<file path="config.mk">
export PLATFORM = sky130hd
export DESIGN_NAME = regfile_2r1w
export DESIGN_NICKNAME = d
export VERILOG_FILES = /design/src/rtl/regfile_2r1w.sv
export SDC_FILE = /design/constraint.sdc
export NUM_CORES = 1
export LEC_CHECK = 0
export ABC_CLOCK_PERIOD_IN_PS = 1800
export CAP_MARGIN = 20
export CORE_AREA = 2 2 140 74
export CTS_CLUSTER_DIAMETER = 30
export CTS_CLUSTER_SIZE = 12
export DETAILED_ROUTE_END_ITERATION = 7
export DIE_AREA = 0 0 142 76
export PLACE_DENSITY = 0.66
export SLEW_MARGIN = 20
export SYNTH_ARGS = -nofsm -noshare
export SYNTH_HDL_FRONTEND = slang
export SYNTH_SLANG_ARGS = --single-unit
</file>
<file path="constraint.sdc">
create_clock -name clk -period 1.8 [get_ports clk]
set_input_delay 0.18 -clock clk [delete_from_list [all_inputs] [get_ports clk]]
set_output_delay 0.18 -clock clk [all_outputs]
set_load 0.005 [all_outputs]
</file>
<file path="src/rtl/regfile_2r1w.sv">
// -----------------------------------------------------------------------------
// regfile_2r1w
//
// Flip-flop register file with two independent registered read ports and one
// write port. Sits between decode and the ALU operand muxes, delivering two
// operands per cycle.
//
// A read issued in the same cycle as a write to the same address returns the
// new write data (write-to-read bypass). When ZERO_REG is set, entry 0 is
// hardwired to zero: writes to it are dropped and reads of it return 0.
//
// Parameters:
//   DWIDTH   data width in bits (>= 1)
//   AWIDTH   address width; depth is 2**AWIDTH entries
//   ZERO_REG 1 = entry 0 reads as zero and ignores writes
//
// Ports:
//   clk            rising-edge clock
//   rst_n          asynchronous active-low reset; clears storage and outputs
//   wen            write enable
//   waddr, wdata   write address / data
//   ren0, raddr0   read enable / address, port 0
//   rdata0         registered read data, port 0 (holds while ren0 = 0)
//   ren1, raddr1   read enable / address, port 1
//   rdata1         registered read data, port 1 (holds while ren1 = 0)
// -----------------------------------------------------------------------------
module regfile_2r1w #(
   parameter int unsigned DWIDTH   = 8,
   parameter int unsigned AWIDTH   = 3,
   parameter bit          ZERO_REG = 1'b0
) (
   input  logic              clk,
   input  logic              rst_n,
   input  logic              wen,
   input  logic [AWIDTH-1:0] waddr,
   input  logic [DWIDTH-1:0] wdata,
   input  logic              ren0,
   input  logic [AWIDTH-1:0] raddr0,
   output logic [DWIDTH-1:0] rdata0,
   input  logic              ren1,
   input  logic [AWIDTH-1:0] raddr1,
   output logic [DWIDTH-1:0] rdata1
);

   localparam int DEPTH = 32'sd1 <<< AWIDTH;

   // Storage and registered read data
   logic [DWIDTH-1:0] mem_q [DEPTH];
   logic [DWIDTH-1:0] mem_d [DEPTH];
   logic [DWIDTH-1:0] rdata0_q;
   logic [DWIDTH-1:0] rdata0_d;
   logic [DWIDTH-1:0] rdata1_q;
   logic [DWIDTH-1:0] rdata1_d;

   // Combinational helpers
   logic              wr_en_eff;
   logic [DWIDTH-1:0] rsel0;
   logic [DWIDTH-1:0] rsel1;

   // Read-value selection shared by both ports so that two ports reading the
   // same address always see the identical value, bypass included.
   // Priority: hardwired zero, then same-cycle write data, then stored entry.
   function automatic logic [DWIDTH-1:0] read_select(
      input logic [AWIDTH-1:0] ra,
      input logic [DWIDTH-1:0] stored,
      input logic              w_en,
      input logic [AWIDTH-1:0] w_addr,
      input logic [DWIDTH-1:0] w_data
   );
      logic [DWIDTH-1:0] val;
      if (ZERO_REG && (ra == {AWIDTH{1'b0}})) begin
         val = {DWIDTH{1'b0}};
      end else if (w_en && (w_addr == ra)) begin
         val = w_data;
      end else begin
         val = stored;
      end
      return val;
   endfunction

   // Effective write enable: a write to the hardwired zero entry is dropped
   always_comb begin
      wr_en_eff = 1'b0;
      if (wen) begin
         if (ZERO_REG && (waddr == {AWIDTH{1'b0}})) begin
            wr_en_eff = 1'b0;
         end else begin
            wr_en_eff = 1'b1;
         end
      end else begin
         wr_en_eff = 1'b0;
      end
   end

   // Next-state of the storage array: only the addressed entry takes wdata
   always_comb begin
      for (int i = 0; i < DEPTH; i++) begin
         if (wr_en_eff && (waddr == AWIDTH'(i))) begin
            mem_d[i] = wdata;
         end else begin
            mem_d[i] = mem_q[i];
         end
      end
   end

   // Read selection for both ports from the pre-edge storage contents
   always_comb begin
      rsel0 = read_select(raddr0, mem_q[raddr0], wen, waddr, wdata);
      rsel1 = read_select(raddr1, mem_q[raddr1], wen, waddr, wdata);
   end

   // Read data next-state: load on enable, otherwise hold
   always_comb begin
      rdata0_d = rdata0_q;
      rdata1_d = rdata1_q;
      if (ren0) begin
         rdata0_d = rsel0;
      end else begin
         rdata0_d = rdata0_q;
      end
      if (ren1) begin
         rdata1_d = rsel1;
      end else begin
         rdata1_d = rdata1_q;
      end
   end

   // State registers; reset clears storage and outputs without a clock edge
   always_ff @(posedge clk or negedge rst_n) begin
      if (!rst_n) begin
         for (int i = 0; i < DEPTH; i++) begin
            mem_q[i] <= {DWIDTH{1'b0}};
         end
         rdata0_q <= {DWIDTH{1'b0}};
         rdata1_q <= {DWIDTH{1'b0}};
      end else begin
         for (int i = 0; i < DEPTH; i++) begin
            mem_q[i] <= mem_d[i];
         end
         rdata0_q <= rdata0_d;
         rdata1_q <= rdata1_d;
      end
   end

   assign rdata0 = rdata0_q;
   assign rdata1 = rdata1_q;

endmodule

</file>
==> impl_metrics.json <==
{
  "wl_met2_mm": 4.719,
  "powerDensity_nw_per_um2": 1039,
  "firstDrtPassIters": 4,
  "core-area_um2": 9727,
  "row_count": 26,
  "dieArea_um2": 10790,
  "hold_path_class": "primary input to async pin",
  "grt_max_degree": 44,
  "cts_root_buf": "clkbuf_16",
  "grt_pass1_wl_mm": 17.92,
  "syn_area_um2": 4210,
  "drc": 0,
  "top_layer_used": "met4",
  "overflow": 0,
  "cts_buffers": 9,
  "ff2ff_setup_slack_ns": 0.19,
  "insertion_delay_ns": 0.34,
  "synth_cell_types": 34,
  "top_level_ports": 38,
  "finalWirelength_mm": 11.13,
  "fin_skew_ns": 0.004037,
  "grt_pass1_vias": 3063,
  "fin_ws_ns": 0.02459,
  "worstPathCellList": "clkdlybuf4s50_1, buf_12, mux4_1, mux2_2, a221o_1",
  "die_h_um": 76,
  "clockBufferDepth": 2,
  "vdd_drop_max_v": 0.0004974,
  "rsz0062_at_grt": "false",
  "cts_setup_buffers": 0,
  "cts_tree": "built",
  "start_util_pct": 43.29,
  "pre_cts_ws_ns": -0.3625,
  "path_delay_family": "multiplexers",
  "slowest_delay_ns": 0.54,
  "met1_length_mm": 5.340,
  "max_freq_mhz": 563.3,
  "track_usage_pct": 22.67,
  "drive_gt1_share_pct": 31.89,
  "r2r_start": "mem_q[54]$_DFFE_PN0P_",
  "drtAntennaViolNets": 0,
  "relSlewSlack_pct": 60.77,
  "met3WireLength_um": 911,
  "synth_top_cell_area_share_pct": 47.55,
  "final_max_slew_viol_count": 0,
  "clkTransAtPathRegs_ns": 0.06,
  "criticalPathCategory": "primary input to flop",
  "fillCellCount": 822,
  "area_delta_synth_final_pct": 24.52,
  "grt_antenna_before_repair": 0,
  "synthTopCellsByArea": "dfrtp_1, mux2_2, mux4_2",
  "fin_crit_ns": 1.775,
  "initialDrtViolationCount": 295,
  "vias_per_cell": 5.877,
  "vias": 2915,
  "critPathCaptureType": "flop",
  "p_leak_nw": 2.236,
  "final_nets": 387,
  "hold_viol": 0,
  "crit_slowest_cell": "mux4_1",
  "crit_fanout": 10,
  "wl_per_cell_um": 22.45,
  "cts_max_level": 3,
  "finalCritPeriodShare_pct": 98.63,
  "seq_area_frac_synth_pct": 47.55,
  "final-seq-area_um2": 2002,
  "required_ns": 2.02,
  "worst_r2r_endpoint": "rdata0[6]$_DFFE_PN0P_",
  "yosys_warnings": 0,
  "io_buffer_count": 37,
  "reg2reg_depth": 3,
  "critPathLaunchType": "primary input",
  "finalCoreUtilization_pct": 53.90,
  "cp.buffers_inverters": 2,
  "avgSynthCellArea_um2": 13.76,
  "dieWidth_um": 142,
  "arrival_ns": 2.00,
  "yosys.area.top_type": "dfrtp_1",
  "synth-seq-cells": 80,
  "diodes": 0,
  "syn_nets": 328,
  "gp_congestion": 0.8535,
  "drv_cap": 0,
  "syn-instance-count": 306,
  "cts.sinks": 80,
  "tightest_slew_ns": 0.5884,
  "dp_hpwl_mm": 7.483,
  "status": "completed",
  "multi_input_area_um2": 2023,
  "setup_viol_count_final": 0
}
per-layer routing:
layer	up-vias	global-route usage (%)
met5	-	0
met4	0	7.300
met3	15	6.977
met2	105	31.16
met1	1513	34.25
li1	1282	-
logic make-up after synthesis:
logic type,synth area share (%)
AO/OA/AOI/OAI,7.548
multiplexers,32.01
flip-flops,47.55
buffers and inverters,4.309
XOR/XNOR,1.248
AND/OR/NAND/NOR,7.341
cell type report:
type,instances,share of cell area (%)
multi-input combinational,194,38.59
sequential,80,38.19
timing repair buffer,71,14.32
clock buffer,12,4.702
tap,126,3.007
inverter,9,0.6444
clock inverter,4,0.5489
metrics by stage:
stage          instance area (um2)  total power [mW]  TNS (ns)  hold slack, ns  std cells
6_report                      5243             5.446         0          0.3852        496
4_1_cts                       5246             5.497         0          0.4050        496
3_5_place_dp                  4961             3.777    -5.169          0.2212        479
3_3_place_gp                  4961             3.725    -4.160          0.2224        479
2_1_floorplan                 4210             3.208         0         -0.1156        306
5_1_grt                       5243             5.754         0          0.4301        496
cell usage after synthesis:
cell,count
a221o_1,4
a221oi_1,4
a41oi_1,1
and2b_1,1
and4b_1,1
buf_1,2
buf_12,1
buf_2,6
buf_4,3
buf_6,2
buf_8,1
clkbuf_1,8
dfrtp_1,80
inv_1,9
mux2_2,43
mux2i_1,9
mux4_1,14
mux4_2,18
nand2_1,31
nand2b_1,6
nand4_1,1
nand4b_1,3
nor2_1,4
nor2b_1,3
nor3_2,2
nor3b_2,2
o21ai_0,28
o221a_1,3
o221ai_1,5
o41ai_2,1
or2_2,3
or4_1,1
xnor2_1,3
xor2_1,3
report_power, final:
group          total, mW  switching (mW)  internal, mW  leakage, nW
logic               1.29           0.465         0.827         1.13
clock network       1.69           0.713         0.974        0.129
registers           2.47           0.284          2.18        0.979
total               5.45            1.46          3.98         2.24
state kept, by name, indices dropped and copies added (netlist names):
register / cells
mem_q: 64
rdata1: 8
rdata0: 8
cells in the final DEF, fill, tap and decap left out, types with 4 or more instances in the layout:
master	count
a221o_1	4
buf_4	24
nor2_1	4
buf_12	10
mux2i_1	9
mux4_2	19
o221ai_1	5
inv_1	9
mux2_2	43
o21ai_0	28
mux4_1	13
dfrtp_1	80
nand2b_1	6
a221oi_1	4
clkdlybuf4s50_1	36
clkbuf_16	9
nand2_1	31
what timing repair did:
| item | 4_1_cts | 5_1_grt |
|---|---|---|
| endpoints found under the setup margin | 0 | 1 |
| endpoints found under the hold margin | 42 | 0 |
| hold buffers | 1 | 0 |
| resized for setup | 0 | 1 |
how the worst max path moves through the flow:
stage	startpoint	endpoint	slack, ns	depth (start not counted)
CTS	raddr0[0]	rdata0[6]$_DFFE_PN0P_	0.003	5
global placement	raddr0[0]	rdata0[6]$_DFFE_PN0P_	-0.32	5
global route	raddr0[0]	rdata0[6]$_DFFE_PN0P_	0.02	5
detailed placement	raddr0[0]	rdata0[6]$_DFFE_PN0P_	-0.36	5
finish	raddr0[0]	rdata0[6]$_DFFE_PN0P_	0.02	5
floorplan	raddr1[0]	rdata1[0]$_DFFE_PN0P_	0.16	5
Power figures use the tool's default switching activity.
